## config.mk

```make
export PLATFORM = sky130hd
export DESIGN_NAME = alu_arbiter_flat
export DESIGN_NICKNAME = d
export VERILOG_FILES = /design/src/rtl/alu_arbiter_if.sv /design/src/rtl/alu_arbiter.sv /design/src/flat_wrapper.sv
export SDC_FILE = /design/constraint.sdc
export NUM_CORES = 1
export LEC_CHECK = 0
export BUFFER_PORTS_ARGS = -buffer_cell sky130_fd_sc_hd__buf_2
export CAP_MARGIN = 20
export CORE_ASPECT_RATIO = 0.75
export CORE_MARGIN = 2
export CORE_UTILIZATION = 38
export DETAILED_ROUTE_END_ITERATION = 16
export PLACE_DENSITY = 0.77
export SYNTH_ARGS = -nofsm -noshare
export SYNTH_HDL_FRONTEND = slang
export SYNTH_SLANG_ARGS = --single-unit
```

## constraint.sdc

```tcl
create_clock -name clk -period 2.5 [get_ports clk]
set_input_delay 0.25 -clock clk [delete_from_list [all_inputs] [get_ports clk]]
set_output_delay 0.25 -clock clk [all_outputs]
set_load 0.005 [all_outputs]
```

## src/rtl/alu_arbiter_if.sv

```systemverilog
// Bundles the two requester channels, the ALU drive/return lines and the tagged response channel.
// master = requesters, consumer and ALU; slave = the arbiter.
interface alu_arbiter_if #(
   parameter int unsigned WIDTH = 32,
   parameter int unsigned CTL_W = 4
);
   logic             req0_valid;
   logic             req0_ready;
   logic [CTL_W-1:0] req0_ctl;
   logic [WIDTH-1:0] req0_a;
   logic [WIDTH-1:0] req0_b;

   logic             req1_valid;
   logic             req1_ready;
   logic [CTL_W-1:0] req1_ctl;
   logic [WIDTH-1:0] req1_a;
   logic [WIDTH-1:0] req1_b;

   logic [CTL_W-1:0] alu_ctl;
   logic [WIDTH-1:0] alu_a;
   logic [WIDTH-1:0] alu_b;
   logic [WIDTH-1:0] alu_result;
   logic             alu_zero;

   logic             rsp_valid;
   logic             rsp_ready;
   logic             rsp_id;
   logic [WIDTH-1:0] rsp_result;
   logic             rsp_zero;
   logic             rsp_err;
   logic             busy;

   modport master (
      output req0_valid, req0_ctl, req0_a, req0_b,
      output req1_valid, req1_ctl, req1_a, req1_b,
      input  req0_ready, req1_ready,
      input  alu_ctl, alu_a, alu_b,
      output alu_result, alu_zero,
      input  rsp_valid, rsp_id, rsp_result, rsp_zero, rsp_err, busy,
      output rsp_ready
   );

   modport slave (
      input  req0_valid, req0_ctl, req0_a, req0_b,
      input  req1_valid, req1_ctl, req1_a, req1_b,
      output req0_ready, req1_ready,
      output alu_ctl, alu_a, alu_b,
      input  alu_result, alu_zero,
      output rsp_valid, rsp_id, rsp_result, rsp_zero, rsp_err, busy,
      input  rsp_ready
   );
endinterface

```

## src/rtl/alu_arbiter.sv

```systemverilog
// Round-robin arbiter sharing one external ALU between two requesters; one op in flight,
// result returned on a tagged response channel with backpressure.
module alu_arbiter #(
   parameter int unsigned WIDTH = 32,
   parameter int unsigned CTL_W = 4
) (
   input logic          clk,
   input logic          reset,
   alu_arbiter_if.slave bus
);
   localparam logic [CTL_W-1:0] CTL_AND = CTL_W'(0);
   localparam logic [CTL_W-1:0] CTL_OR  = CTL_W'(1);
   localparam logic [CTL_W-1:0] CTL_ADD = CTL_W'(2);
   localparam logic [CTL_W-1:0] CTL_SUB = CTL_W'(6);
   localparam logic [CTL_W-1:0] CTL_SLT = CTL_W'(7);

   typedef enum logic [1:0] {IDLE, EXEC, RESP} state_e;

   state_e           state_q, state_d;
   logic             last_grant_q, last_grant_d;
   logic             err_q, err_d;
   logic [CTL_W-1:0] alu_ctl_q, alu_ctl_d;
   logic [WIDTH-1:0] alu_a_q, alu_a_d;
   logic [WIDTH-1:0] alu_b_q, alu_b_d;
   logic             rsp_valid_q, rsp_valid_d;
   logic             rsp_id_q, rsp_id_d;
   logic [WIDTH-1:0] rsp_result_q, rsp_result_d;
   logic             rsp_zero_q, rsp_zero_d;
   logic             rsp_err_q, rsp_err_d;
   logic             busy_q, busy_d;

   logic             grant0, grant1;
   logic [CTL_W-1:0] sel_ctl;
   logic [WIDTH-1:0] sel_a, sel_b;

   function automatic logic ctl_legal(input logic [CTL_W-1:0] c);
      return (c == CTL_AND) || (c == CTL_OR) || (c == CTL_ADD) ||
             (c == CTL_SUB) || (c == CTL_SLT);
   endfunction

   // Sole valid requester wins; on contention the one not granted last time wins.
   always_comb begin
      grant0  = bus.req0_valid && (!bus.req1_valid || last_grant_q);
      grant1  = bus.req1_valid && (!bus.req0_valid || !last_grant_q);
      sel_ctl = grant1 ? bus.req1_ctl : bus.req0_ctl;
      sel_a   = grant1 ? bus.req1_a   : bus.req0_a;
      sel_b   = grant1 ? bus.req1_b   : bus.req0_b;
   end

   always_comb begin
      state_d        = state_q;
      last_grant_d   = last_grant_q;
      err_d          = err_q;
      alu_ctl_d      = alu_ctl_q;
      alu_a_d        = alu_a_q;
      alu_b_d        = alu_b_q;
      rsp_valid_d    = rsp_valid_q;
      rsp_id_d       = rsp_id_q;
      rsp_result_d   = rsp_result_q;
      rsp_zero_d     = rsp_zero_q;
      rsp_err_d      = rsp_err_q;
      bus.req0_ready = 1'b0;
      bus.req1_ready = 1'b0;

      unique case (state_q)
         IDLE: begin
            bus.req0_ready = grant0;
            bus.req1_ready = grant1;
            if (grant0 || grant1) begin
               // Unsupported codes park the ALU on AND; its output is discarded anyway.
               alu_ctl_d    = ctl_legal(sel_ctl) ? sel_ctl : CTL_AND;
               err_d        = !ctl_legal(sel_ctl);
               alu_a_d      = sel_a;
               alu_b_d      = sel_b;
               last_grant_d = grant1;
               state_d      = EXEC;
            end
         end
         EXEC: begin
            rsp_valid_d  = 1'b1;
            rsp_id_d     = last_grant_q;
            rsp_result_d = err_q ? '0 : bus.alu_result;
            rsp_zero_d   = !err_q && bus.alu_zero;
            rsp_err_d    = err_q;
            state_d      = RESP;
         end
         RESP: begin
            if (bus.rsp_ready) begin
               rsp_valid_d = 1'b0;
               state_d     = IDLE;
            end
         end
         default: state_d = IDLE;
      endcase

      busy_d = (state_d != IDLE);
   end

   always_ff @(posedge clk) begin
      if (reset) begin
         state_q      <= IDLE;
         last_grant_q <= 1'b1;
         err_q        <= 1'b0;
         alu_ctl_q    <= '0;
         alu_a_q      <= '0;
         alu_b_q      <= '0;
         rsp_valid_q  <= 1'b0;
         rsp_id_q     <= 1'b0;
         rsp_result_q <= '0;
         rsp_zero_q   <= 1'b0;
         rsp_err_q    <= 1'b0;
         busy_q       <= 1'b0;
      end else begin
         state_q      <= state_d;
         last_grant_q <= last_grant_d;
         err_q        <= err_d;
         alu_ctl_q    <= alu_ctl_d;
         alu_a_q      <= alu_a_d;
         alu_b_q      <= alu_b_d;
         rsp_valid_q  <= rsp_valid_d;
         rsp_id_q     <= rsp_id_d;
         rsp_result_q <= rsp_result_d;
         rsp_zero_q   <= rsp_zero_d;
         rsp_err_q    <= rsp_err_d;
         busy_q       <= busy_d;
      end
   end

   assign bus.alu_ctl    = alu_ctl_q;
   assign bus.alu_a      = alu_a_q;
   assign bus.alu_b      = alu_b_q;
   assign bus.rsp_valid  = rsp_valid_q;
   assign bus.rsp_id     = rsp_id_q;
   assign bus.rsp_result = rsp_result_q;
   assign bus.rsp_zero   = rsp_zero_q;
   assign bus.rsp_err    = rsp_err_q;
   assign bus.busy       = busy_q;
endmodule

```

## src/flat_wrapper.sv

```systemverilog
// flat-port wrapper written by rule: the top's interface ports become plain ports
module alu_arbiter_flat 
#(
   parameter int unsigned WIDTH = 32,
   parameter int unsigned CTL_W = 4
)
  (clk, reset, bus_req0_valid, bus_req0_ctl, bus_req0_a, bus_req0_b, bus_req1_valid, bus_req1_ctl, bus_req1_a, bus_req1_b, bus_req0_ready, bus_req1_ready, bus_alu_ctl, bus_alu_a, bus_alu_b, bus_alu_result, bus_alu_zero, bus_rsp_valid, bus_rsp_id, bus_rsp_result, bus_rsp_zero, bus_rsp_err, bus_busy, bus_rsp_ready);
  alu_arbiter_if #(.WIDTH(WIDTH), .CTL_W(CTL_W)) bus_i ();
  input logic clk;
  input logic reset;
  input wire logic [$bits(bus_i.req0_valid)-1:0] bus_req0_valid;
  input wire logic [$bits(bus_i.req0_ctl)-1:0] bus_req0_ctl;
  input wire logic [$bits(bus_i.req0_a)-1:0] bus_req0_a;
  input wire logic [$bits(bus_i.req0_b)-1:0] bus_req0_b;
  input wire logic [$bits(bus_i.req1_valid)-1:0] bus_req1_valid;
  input wire logic [$bits(bus_i.req1_ctl)-1:0] bus_req1_ctl;
  input wire logic [$bits(bus_i.req1_a)-1:0] bus_req1_a;
  input wire logic [$bits(bus_i.req1_b)-1:0] bus_req1_b;
  output wire logic [$bits(bus_i.req0_ready)-1:0] bus_req0_ready;
  output wire logic [$bits(bus_i.req1_ready)-1:0] bus_req1_ready;
  output wire logic [$bits(bus_i.alu_ctl)-1:0] bus_alu_ctl;
  output wire logic [$bits(bus_i.alu_a)-1:0] bus_alu_a;
  output wire logic [$bits(bus_i.alu_b)-1:0] bus_alu_b;
  input wire logic [$bits(bus_i.alu_result)-1:0] bus_alu_result;
  input wire logic [$bits(bus_i.alu_zero)-1:0] bus_alu_zero;
  output wire logic [$bits(bus_i.rsp_valid)-1:0] bus_rsp_valid;
  output wire logic [$bits(bus_i.rsp_id)-1:0] bus_rsp_id;
  output wire logic [$bits(bus_i.rsp_result)-1:0] bus_rsp_result;
  output wire logic [$bits(bus_i.rsp_zero)-1:0] bus_rsp_zero;
  output wire logic [$bits(bus_i.rsp_err)-1:0] bus_rsp_err;
  output wire logic [$bits(bus_i.busy)-1:0] bus_busy;
  input wire logic [$bits(bus_i.rsp_ready)-1:0] bus_rsp_ready;
  assign bus_i.req0_valid = bus_req0_valid;
  assign bus_i.req0_ctl = bus_req0_ctl;
  assign bus_i.req0_a = bus_req0_a;
  assign bus_i.req0_b = bus_req0_b;
  assign bus_i.req1_valid = bus_req1_valid;
  assign bus_i.req1_ctl = bus_req1_ctl;
  assign bus_i.req1_a = bus_req1_a;
  assign bus_i.req1_b = bus_req1_b;
  assign bus_req0_ready = bus_i.req0_ready;
  assign bus_req1_ready = bus_i.req1_ready;
  assign bus_alu_ctl = bus_i.alu_ctl;
  assign bus_alu_a = bus_i.alu_a;
  assign bus_alu_b = bus_i.alu_b;
  assign bus_i.alu_result = bus_alu_result;
  assign bus_i.alu_zero = bus_alu_zero;
  assign bus_rsp_valid = bus_i.rsp_valid;
  assign bus_rsp_id = bus_i.rsp_id;
  assign bus_rsp_result = bus_i.rsp_result;
  assign bus_rsp_zero = bus_i.rsp_zero;
  assign bus_rsp_err = bus_i.rsp_err;
  assign bus_busy = bus_i.busy;
  assign bus_i.rsp_ready = bus_rsp_ready;
  alu_arbiter #(.WIDTH(WIDTH), .CTL_W(CTL_W)) u_core (.clk(clk), .reset(reset), .bus(bus_i));
endmodule
```

==> impl_metrics.py <==
metrics = {
    "power": {
        "power.density_mw_per_mm2": 671,
        "max-vdd-ir-drop_uv": 387,
        "power_w": 0.00427,
        "p_leak_nw": 2.99,
    },
    "setup_path": {
        "criticalPathCategory": "flip-flop to primary output",
        "crit_chain": "nor2_2 -> o21ai_0 -> nor2_1 -> buf_2",
        "start_kind": "flip-flop",
        "reg2reg_depth": 5,
        "timing.rr.start": "u_core.state_q[1]$_SDFF_PP0_",
        "end_kind": "primary output",
        "reg2reg_to": "u_core.bus.alu_b[24]$_SDFFE_PP0P_",
        "crit_fanout": 5,
        "slowest_delay_ps": 360,
        "critPathSlowestCell": "dfxtp_1",
        "cp.arrival_ps": 1410,
        "reg2reg_slack_ps": 870,
        "crit_required_ps": 2250,
    },
    "final_layout": {
        "post-route-cell-area_sq_mm": 0.00636,
        "syn_to_final_growth_pct": 37.7,
        "drive_gt1_share_pct": 41.1,
        "final_net_count": 920,
    },
    "clock_network": {
        "cts_num_sinks": 109,
        "cts_resized": 0,
        "post-cts-setup-buffer-count": 0,
        "clk_path_buf_depth": 2,
        "cts_buffers": 9,
        "htreeDepth": 3,
        "path_clk_slew_ps": 70,
        "postCtsHoldBufs": 0,
        "cts_tree": "yes",
        "clock_latency_ps": 330,
        "cts_root_buf": "clkbuf_16",
    },
    "floorplan": {
        "start_util_pct": 39.4,
        "io_pins": 281,
        "design.core.area_sq_mm": 0.0117,
        "rows": 34,
        "die_height_um": 99.5,
        "die-area_sq_mm": 0.0131,
        "die_x_um": 131,
    },
    "placement": {
        "dp_hpwl_um": 9070,
        "io_buffers": 280,
        "gp_congestion": 0.774,
        "dpl-instance-area_sq_mm": 0.00608,
    },
    "synthesis": {
        "synth.top_cell.area_share_pct": 47.2,
        "synth.avg_cell_area_sq_um": 9.37,
        "yosysSeqAreaShare_pct": 47.2,
        "synth.most_common_cell": "dfxtp_1",
        "synth.largest_area_cell": "dfxtp_1",
        "ys_ff_latch": 109,
        "ys.flop_type": "dfxtp_1",
        "yosysWarnings": 0,
        "netlist_top_cells_count": "109 x dfxtp_1, 68 x mux2i_1, 67 x nor2_1",
        "yosys.cell_types.count": 27,
        "synth_fp_nets": 667,
        "netlist_top_cells_area": "dfxtp_1 47%, mux2i_1 15%, a211oi_1 10%",
        "synthCells": 493,
        "synth_edf_count": 0,
        "async_flop_share_pct": 0,
        "synth_area_sq_mm": 0.00462,
    },
    "drt": {
        "wirelength_um": 12500,
        "first_pass_iters": 4,
        "via_per_inst": 4.83,
        "drc_errors": 0,
        "vias": 4416,
        "antenna_left": 0,
        "routedWlPerCell_um": 13.7,
        "drt-initial-drc-count": 153,
    },
    "worst_hold_path": {
        "hold_depth": 3,
        "hold_class": "primary input to flip-flop",
        "hold_path_end": "u_core.bus.rsp_zero$_SDFFE_PP0P_",
        "min-delay-start": "bus_alu_zero",
    },
    "outcome": {
        "outcome": "completed",
    },
    "timing": {
        "setup_viol": 0,
        "setup_tns_ps": 0,
        "finalCritPeriodShare_pct": 66.5,
        "max-slew-margin-rel_pct": 37.5,
        "rsz0062_at_grt": "false",
        "fin_crit_ps": 1660,
        "finalHoldViolations": 0,
        "worst_slew_pin_slew_ps": 936,
        "fin_hold_ws_ps": 180,
        "fin_worst_skew_ps": 7.10,
        "slew_violations": 0,
        "fmax_ghz": 0.602,
    },
    "global_routing": {
        "grt_pass1_wl_um": 20100,
        "grt_pass1_vias": 4053,
        "gr-usage-all-layers_pct": 18.6,
        "gr-total-overflow": 0,
        "antenna_found_initial": 0,
        "grt_max_degree": 129,
    },
    "run": {
        "drv_cap": 0,
    },
}
[report_power, final]
group | internal [W] | switching, W
logic | 0.000444 | 0.000457
registers | 0.00191 | 0.000102
clock network | 0.000711 | 0.000637
[critical path: cells and delay by family (launching register included)]
family	cells	cell delay [ps]
flip-flops	1	360
AND/OR/NAND/NOR	2	340
AO/OA/AOI/OAI	1	250
buffers and inverters	1	140
[how the worst max path moves through the flow]
stage / start / to / slack, ps / cells past startpoint
6_report: u_core.state_q[1]$_SDFF_PP0_ / bus_req0_ready / 840 / 4
5_1_grt: u_core.state_q[1]$_SDFF_PP0_ / bus_req0_ready / 700 / 4
4_1_cts: u_core.state_q[1]$_SDFF_PP0_ / bus_req0_ready / 800 / 4
3_5_place_dp: bus_req1_valid / u_core.bus.alu_ctl[0]$_SDFFE_PP0P_ / 870 / 5
3_3_place_gp: bus_req1_valid / u_core.bus.alu_ctl[1]$_SDFFE_PP0P_ / 880 / 5
2_1_floorplan: u_core.last_grant_q$_SDFFE_PP1P_ / u_core.err_q$_SDFFE_PP0P_ / 1250 / 5
[flip-flops by register name, summed over array words and instances, names as in the netlist, 2 cells and up]
signal and cells:
u_core.bus.alu_ctl 4, u_core.bus.alu_a 32, u_core.bus.alu_b 32, u_core.bus.rsp_result 32, u_core.state_q 2
[routing by layer]
layer | vias to the layer above | share of wire (%) | wire length, um | track usage [%]
li1 | 2256 | - | - | -
met1 | 1981 | 46 | 5740 | 24.5
met2 | 171 | 46 | 5820 | 30.2
met3 | 8 | 7.1 | 890 | 5.66
met4 | 0 | 0.80 | 100 | 4.68
met5 | - | 0 | 0 | 0
[layout make-up]
type,instances,area (sq um)
Inverter,5,18.8
Clock inverter,6,43.8
Fill cell,1100,5380
Timing Repair Buffer,287,1480
Clock buffer,10,239
Sequential cell,109,2180
Antenna cell,1,2.50
Tap cell,162,203
Multi-Input combinational cell,334,2190
[cell usage in the layout, fill, tap and decap left out, drive strengths merged, types with 2 or more instances in the layout]
cell    count
and3b       2
buf       287
nand2b      4
dfxtp     109
o32ai       3
inv         8
clkinv      2
o21ai       2
a211oi     64
nor2       68
a31oi       3
nor2b       3
nor3        2
a21oi      37
clkbuf     10
mux2i      68
nand2      38
nand3b     34
[through the flow]
stage	worst slack (ps)	utilization, %	std cells
3_3_place_gp	881	51.8	897
6_report	838	54.2	914
4_1_cts	801	54.2	913
2_1_floorplan	1250	-	493
5_1_grt	700	54.2	913
3_5_place_dp	875	51.8	897
[kinds of logic (layout without fill, tap and decap cells)]
group | Yosys count | after routing | synth area share (%)
AOI/OAI and AO/OA | 111 | 111 | 16.0
and+or+nand+nor | 155 | 155 | 16.3
muxes | 68 | 68 | 14.7
other | 0 | 1 | 0
DFF | 109 | 109 | 47.2
buffers and inverters | 50 | 308 | 5.71
Note: power is estimated with default switching activity, not from simulation.
